`src/rtl/alu_mul_seq_if.sv`:
```
// Shared alu function encoding plus the command/alu bus of the
// shift-and-add multiplier sequencer.

package alu_mul_seq_pkg;
  typedef enum logic [3:0] {
    FnA   = 4'd0,
    FnB   = 4'd1,
    FnADD = 4'd2,
    FnSUB = 4'd3,
    FnAND = 4'd4,
    FnOR  = 4'd5,
    FnXOR = 4'd6,
    FnLSL = 4'd7,
    FnLSR = 4'd8
  } alu_functions_t;

  // Bit positions inside the 4-bit alu flags word
  localparam int FLAGS_Z = 0;
  localparam int FLAGS_C = 1;
  localparam int FLAGS_N = 2;
  localparam int FLAGS_V = 3;
endpackage

interface alu_mul_seq_if #(
  parameter int WIDTH = 16
);
  import alu_mul_seq_pkg::*;

  // Command side (control unit)
  logic             start;
  logic [WIDTH-1:0] op_a;
  logic [WIDTH-1:0] op_b;
  logic             busy;
  logic             done;
  logic [WIDTH-1:0] product;
  logic             ovf;

  // Borrowed alu side
  logic             alu_own;
  alu_functions_t   alu_op;
  logic [WIDTH-1:0] alu_op1;
  logic [WIDTH-1:0] alu_op2;
  logic [WIDTH-1:0] alu_result;
  logic [3:0]       alu_flags;

  // Environment: control unit plus the combinational alu
  modport master (
    output start, op_a, op_b, alu_result, alu_flags,
    input  busy, done, product, ovf, alu_own, alu_op, alu_op1, alu_op2
  );

  // The multiplier sequencer
  modport slave (
    input  start, op_a, op_b, alu_result, alu_flags,
    output busy, done, product, ovf, alu_own, alu_op, alu_op1, alu_op2
  );
endinterface

```
`src/rtl/alu_mul_seq.sv`:
```
// Multi-cycle unsigned shift-and-add multiplier that borrows the shared
// combinational alu for every add and every multiplicand shift.

module alu_mul_seq
  import alu_mul_seq_pkg::*;
#(
  parameter int WIDTH      = 16,
  parameter bit EARLY_EXIT = 1'b1
) (
  input logic         clk,
  input logic         rst,
  alu_mul_seq_if.slave bus
);

  localparam int CNT_W = $clog2(WIDTH + 1);

  typedef enum logic [2:0] {
    ST_IDLE,
    ST_EVAL,
    ST_ADD,
    ST_SHIFT,
    ST_DONE
  } state_t;

  state_t           state_reg, state_next;
  logic [WIDTH-1:0] mcand_reg, mcand_next;
  logic [WIDTH-1:0] mplier_reg, mplier_next;
  logic [WIDTH-1:0] acc_reg, acc_next;
  logic [CNT_W-1:0] cnt_reg, cnt_next;
  logic             ovf_acc_reg, ovf_acc_next;
  logic [WIDTH-1:0] product_reg, product_next;
  logic             ovf_reg, ovf_next;

  // Only the carry flag matters here; the rest of the flags word is sunk.
  logic unused_flags;
  assign unused_flags = ^{bus.alu_flags[3:2], bus.alu_flags[0]};

  // State and datapath registers, all cleared by reset (aborts a run, no Done)
  always_ff @(posedge clk) begin
    if (rst) begin
      state_reg   <= ST_IDLE;
      mcand_reg   <= '0;
      mplier_reg  <= '0;
      acc_reg     <= '0;
      cnt_reg     <= '0;
      ovf_acc_reg <= 1'b0;
      product_reg <= '0;
      ovf_reg     <= 1'b0;
    end else begin
      state_reg   <= state_next;
      mcand_reg   <= mcand_next;
      mplier_reg  <= mplier_next;
      acc_reg     <= acc_next;
      cnt_reg     <= cnt_next;
      ovf_acc_reg <= ovf_acc_next;
      product_reg <= product_next;
      ovf_reg     <= ovf_next;
    end
  end

  // Next-state and datapath updates; each bit-step is an optional ADD then a SHIFT
  always_comb begin
    state_next   = state_reg;
    mcand_next   = mcand_reg;
    mplier_next  = mplier_reg;
    acc_next     = acc_reg;
    cnt_next     = cnt_reg;
    ovf_acc_next = ovf_acc_reg;
    product_next = product_reg;
    ovf_next     = ovf_reg;

    unique case (state_reg)
      ST_IDLE: begin
        if (bus.start) begin
          mcand_next   = bus.op_a;
          mplier_next  = bus.op_b;
          acc_next     = '0;
          cnt_next     = '0;
          ovf_acc_next = 1'b0;
          state_next   = ST_EVAL;
        end
      end
      ST_EVAL: begin
        if ((EARLY_EXIT && (mplier_reg == '0)) || (cnt_reg == CNT_W'(WIDTH))) begin
          state_next = ST_DONE;
        end else if (mplier_reg[0]) begin
          state_next = ST_ADD;
        end else begin
          state_next = ST_SHIFT;
        end
      end
      ST_ADD: begin
        acc_next     = bus.alu_result;
        ovf_acc_next = ovf_acc_reg | bus.alu_flags[FLAGS_C];
        state_next   = ST_SHIFT;
      end
      ST_SHIFT: begin
        mcand_next  = bus.alu_result;
        mplier_next = mplier_reg >> 1;
        cnt_next    = cnt_reg + CNT_W'(1);
        // A multiplicand bit shifted out matters only if a higher multiplier bit
        // will still add it in.
        ovf_acc_next = ovf_acc_reg |
                       (mcand_reg[WIDTH-1] & ((mplier_reg >> 1) != '0));
        state_next  = ST_EVAL;
      end
      ST_DONE: begin
        product_next = acc_reg;
        ovf_next     = ovf_acc_reg;
        state_next   = ST_IDLE;
      end
      default: begin
        state_next = ST_IDLE;
      end
    endcase
  end

  // Alu request decoded from the registered state only
  always_comb begin
    bus.alu_own = 1'b0;
    bus.alu_op  = FnA;
    bus.alu_op1 = '0;
    bus.alu_op2 = '0;
    if (state_reg == ST_ADD) begin
      bus.alu_own = 1'b1;
      bus.alu_op  = FnADD;
      bus.alu_op1 = acc_reg;
      bus.alu_op2 = mcand_reg;
    end else if (state_reg == ST_SHIFT) begin
      bus.alu_own = 1'b1;
      bus.alu_op  = FnLSL;
      bus.alu_op1 = mcand_reg;
      bus.alu_op2 = WIDTH'(1);
    end
  end

  assign bus.busy    = (state_reg != ST_IDLE);
  assign bus.done    = (state_reg == ST_DONE);
  assign bus.product = product_reg;
  assign bus.ovf     = ovf_reg;

endmodule

```
`src/flat_wrapper.sv`:
```
// flat-port wrapper written by rule: the top's interface ports become plain ports
module alu_mul_seq_flat import alu_mul_seq_pkg::*;
#(
  parameter int WIDTH      = 16,
  parameter bit EARLY_EXIT = 1'b1
)
  (clk, rst, bus_start, bus_op_a, bus_op_b, bus_alu_result, bus_alu_flags, bus_busy, bus_done, bus_product, bus_ovf, bus_alu_own, bus_alu_op, bus_alu_op1, bus_alu_op2);
  alu_mul_seq_if #(.WIDTH(WIDTH)) bus_i ();
  input logic clk;
  input logic rst;
  input wire logic [$bits(bus_i.start)-1:0] bus_start;
  input wire logic [$bits(bus_i.op_a)-1:0] bus_op_a;
  input wire logic [$bits(bus_i.op_b)-1:0] bus_op_b;
  input wire logic [$bits(bus_i.alu_result)-1:0] bus_alu_result;
  input wire logic [$bits(bus_i.alu_flags)-1:0] bus_alu_flags;
  output wire logic [$bits(bus_i.busy)-1:0] bus_busy;
  output wire logic [$bits(bus_i.done)-1:0] bus_done;
  output wire logic [$bits(bus_i.product)-1:0] bus_product;
  output wire logic [$bits(bus_i.ovf)-1:0] bus_ovf;
  output wire logic [$bits(bus_i.alu_own)-1:0] bus_alu_own;
  output wire logic [$bits(bus_i.alu_op)-1:0] bus_alu_op;
  output wire logic [$bits(bus_i.alu_op1)-1:0] bus_alu_op1;
  output wire logic [$bits(bus_i.alu_op2)-1:0] bus_alu_op2;
  assign bus_i.start = bus_start;
  assign bus_i.op_a = bus_op_a;
  assign bus_i.op_b = bus_op_b;
  assign bus_i.alu_result = bus_alu_result;
  assign bus_i.alu_flags = bus_alu_flags;
  assign bus_busy = bus_i.busy;
  assign bus_done = bus_i.done;
  assign bus_product = bus_i.product;
  assign bus_ovf = bus_i.ovf;
  assign bus_alu_own = bus_i.alu_own;
  assign bus_alu_op = bus_i.alu_op;
  assign bus_alu_op1 = bus_i.alu_op1;
  assign bus_alu_op2 = bus_i.alu_op2;
  alu_mul_seq #(.WIDTH(WIDTH), .EARLY_EXIT(EARLY_EXIT)) u_core (.clk(clk), .rst(rst), .bus(bus_i));
endmodule
```
`config.mk`:
```
export PLATFORM = sky130hd
export DESIGN_NAME = alu_mul_seq_flat
export DESIGN_NICKNAME = d
export VERILOG_FILES = /design/src/rtl/alu_mul_seq_if.sv /design/src/rtl/alu_mul_seq.sv /design/src/flat_wrapper.sv
export SDC_FILE = /design/constraint.sdc
export NUM_CORES = 1
export LEC_CHECK = 0
export ABC_CLOCK_PERIOD_IN_PS = 1600
export CAP_MARGIN = 20
export CORE_MARGIN = 8
export CORE_UTILIZATION = 41
export CTS_CLUSTER_DIAMETER = 100
export DETAILED_ROUTE_END_ITERATION = 12
export PLACE_DENSITY = 0.86
export SLEW_MARGIN = 20
export SYNTH_ARGS = -nofsm -noshare
export SYNTH_HDL_FRONTEND = slang
export SYNTH_SLANG_ARGS = --single-unit
```
`constraint.sdc`:
```
create_clock -name clk -period 1.6 [get_ports clk]
set_clock_uncertainty 0.15 [all_clocks]
set_input_delay 0.24 -clock clk [delete_from_list [all_inputs] [get_ports clk]]
set_output_delay 0.24 -clock clk [all_outputs]
set_load 0.01 [all_outputs]
```
==> results.toml <==
[synth]
synth_largest_area_cell = "dfxtp_1"
yosys.cell_types.count = 38
synth_compound_area_share_pct = 21.5
synthesis.area_per_instance_um2 = 8.57
ys.warnings.count = 0
synth_simple_gate_area_share_pct = 21.9
synth_top_cell_area_share_pct = 44.4
largest_family_of_logic_cells_by_synthesized_area = "simple AND/OR/NAND/NOR gates"
synthesis.instances = 389
synth_nets = 446
multiplexer_share_of_the_synthesized_area_pct = 4.80
synth_seq_area_share_pct = 44.4
syn_area_um2 = 3330
cell_types_with_the_largest_area_share_after_synthesis = "dfxtp_1 44%, nand2_1 6.9%, a22oi_1 6.8%, a21oi_1 6.6%, nor2_1 5.5%"
synth_xor_area_share_pct = 0
ys_ff_latch = 74
synthAdderAreaFrac_pct = 0.751

[floorplanning]
placement_rows = 33
num_io_pins = 111
design.die.area_um2 = 11300
die_height_um = 106
start_util_pct = 41.4
floorplan.core_area_um2 = 8050
die-width_um = 106

[worst_setup_path]
worstRegToRegCells = 6
critPathTopFamily = "buffers and inverters"
worstSetupPathType = "reg -> out"
crit_path_max_incr_delay_ns = 0.40
crit_arrival_ns = 1.60
r2r-start = "u_core.state_reg[1]"
critPathLaunch = "u_core.state_reg[0]"
critical_path_cell_by_cell = "nor3b_4 -> buf_6 -> buf_6 -> buf_6 -> and2_4 -> buf_6"
critical_path.max_fanout = 5
buf_inv_stages_crit_path = 4
timing.critical_path.to_type = "output pin"
slowest_stage = "dfxtp_4"
cp_common_cell = "buf_6"
required_ns = 1.21
r2r-end = "u_core.cnt_reg[3]"
cp-endpoint = "bus_alu_op2[14]"
crit_cells = 6
worst-r2r-setup-slack_ns = -0.38
startpoint_type = "flop"

[status]
status = "finished with violations"
violations = "negative setup slack"

[detailed_routing]
detailroute.via_count = 3825
drc = 0
route.detailed.vias_per_inst = 5.87
first_iter_violations = 297
detail_route.wl_per_cell_um = 23.3
drt.antenna.violating_nets = 0
drt_first_pass_iters = 5
wl_um = 15200

[power]
power.switching_mw = 2.45
power-per-cell-area_nw_per_um2 = 1150
post-layout-total-power_mw = 6.64
power.ir.vdd_worst_mv = 0.556
power_frac_comb_pct = 42.3
p_int_mw = 4.19
switching_share_pct = 36.9
seqPwrFrac_pct = 34.6
pwr-share-clk_pct = 23.1
cellLeakagePower_nw = 2.32

[clock_network]
cts_hold_buffers = 0
clk_latency_ns = 0.37
clkSlewWorstSetupHoldPaths_ns = 0.10
numClockSinks = 74
cts_buffers = 9
ctsLongestPathBuffers = 2
cts_tree = "yes"
ctsRootBufferMaster = "clkbuf_8"
cts_max_level = 3

[global_route]
track_usage_pct = 22.5
overflow = 0
grt-busiest-layer = "met2"
grtUsageMet3_pct = 5.38
first_global_vias = 3934
grt_pass1_wl_um = 20200
groute.layer.met2.usage_pct = 38.0
grt_antenna_before_repair = 0
grt_use_met1_pct = 24.9
maximum_number_of_pins_on_one_net_before_global_route_repair = 51

[timing]
share_of_the_clock_period_used_by_the_worst_path_pct = 125
holdWs_ns = 0.169
rsz0062_at_grt = "yes"
max_freq_mhz = 501
timing.final.setup_violations = 94
final.min_clock_period_ns = 1.99
drv_slew = 0
report.final.hold_viol_count = 0
total_neg_setup_slack_ns = -21.65
final_critical_path_setup_slack_ns = -0.394

[finish]
instances_no_fill = 652
layout_commonest_cell = "dfxtp_1"
layout_common_cells = "69 x dfxtp_1, 50 x clkdlybuf4s50_1, 45 x nand2_1, 45 x buf_6, 37 x nor2_1"
fin_util_pct = 72.0
diodes = 0
seq_area_um2 = 1500
layout-drive-gt1-share_pct = 45.5
finish.net_count = 599
flow.area_growth_from_synthesis_pct = 74.0
final_cell_area_um2 = 5800
multi_input_area_um2 = 2200
final.fill_count = 515

[placement]
port_buffers = 106
dp_area_um2 = 4590
dp_hpwl_um = 7410
placed_cells_incl_taps = 597
routabilityCongestion = 0.824
post-place-ws_ns = -0.334

[job]
cap_violations = 0

[hold_path]
hp-class = "in -> reg"
## metal layers
layer,vias up,part of all wire (%)
li1,1658,-
met1,1818,37
met2,274,48
met3,75,8.9
met4,0,5.8
met5,-,0
## synth_stat cells
| master | instances |
|---|---|
| nor2_4 | 2 |
| o211ai_1 | 2 |
| conb_1 | 1 |
| mux2i_1 | 16 |
| a22oi_2 | 12 |
| nand2b_1 | 1 |
| nor3_1 | 11 |
| nor4b_4 | 1 |
| ha_1 | 2 |
| o22ai_1 | 8 |
| o21ba_2 | 1 |
| nor2b_1 | 1 |
| buf_4 | 5 |
| nand4b_1 | 1 |
| or3_1 | 2 |
| nand2_1 | 61 |
| inv_1 | 4 |
| nand3_1 | 1 |
| buf_6 | 6 |
| dfxtp_1 | 74 |
| nor3b_2 | 1 |
| nand2_2 | 1 |
| nor4bb_1 | 1 |
| nand4_1 | 1 |
| clkbuf_1 | 14 |
| nand3b_1 | 2 |
| o211a_1 | 1 |
| o21ai_0 | 1 |
| nor4_1 | 3 |
| and2_1 | 15 |
| a21oi_1 | 44 |
| buf_2 | 8 |
| clkinv_1 | 1 |
| nor2_1 | 49 |
| or4b_4 | 1 |
| a22oi_1 | 30 |
| o31ai_1 | 3 |
| a21oi_2 | 1 |
## worst min path at each step
| stage | from | end | cells past startpoint | slack, ns |
|---|---|---|---|---|
| after floorplan | bus_alu_result[10] | u_core.acc_reg[10] | 2 | 0.24 |
| after global placement | u_core.bus.product[2] | u_core.bus.product[2] | 2 | 0.29 |
| after detailed placement | u_core.bus.product[8] | u_core.bus.product[8] | 2 | 0.30 |
| after CTS | rst | u_core.state_reg[0] | 4 | 0.13 |
| after global routing | rst | u_core.state_reg[1] | 4 | 0.20 |
| final | rst | u_core.state_reg[1] | 4 | 0.17 |
## what timing repair did
action / CTS / global route
resized for setup: 220 / 146
setup endpoints to repair: 115 / 111
pin swaps: 22 / 49
cloned: 7 / 1
setup buffers: 23 / 12
## cells by family after synthesis
kind of cell               after synthesis
AOI/OAI and AO/OA                      103
adders and majority gates                2
buffers and inverters                   38
DFF                                     74
muxes                                   16
other                                    1
and+or+nand+nor                        155
## area by class of cell
cell class | instances | share of cell area [%]
timing repair buffer | 173 | 30.3
inverter | 5 | 0.367
clock inverter | 6 | 1.14
clock buffer | 10 | 2.20
tap | 105 | 2.27
sequential | 74 | 25.8
multi-input combinational | 279 | 37.9
## power groups by stage
stage | logic, mW | clock network [mW] | registers (mW)
global placement | 1.47 | 0 | 2.20
global route | 2.90 | 1.58 | 2.31
finish | 2.81 | 1.54 | 2.30
floorplan | 0.975 | 0 | 2.17
CTS | 2.13 | 1.46 | 2.19
detailed placement | 1.52 | 0 | 2.22
## worst reg2reg max path, stage by stage (launching register included)
cell	delay (ns)
dfxtp_2	0.35
buf_6	0.13
buf_6	0.13
or4b_4	0.60
buf_16	0.18
o211ai_1	0.14
a21oi_1	0.16
Power figures use the tool's default switching activity.
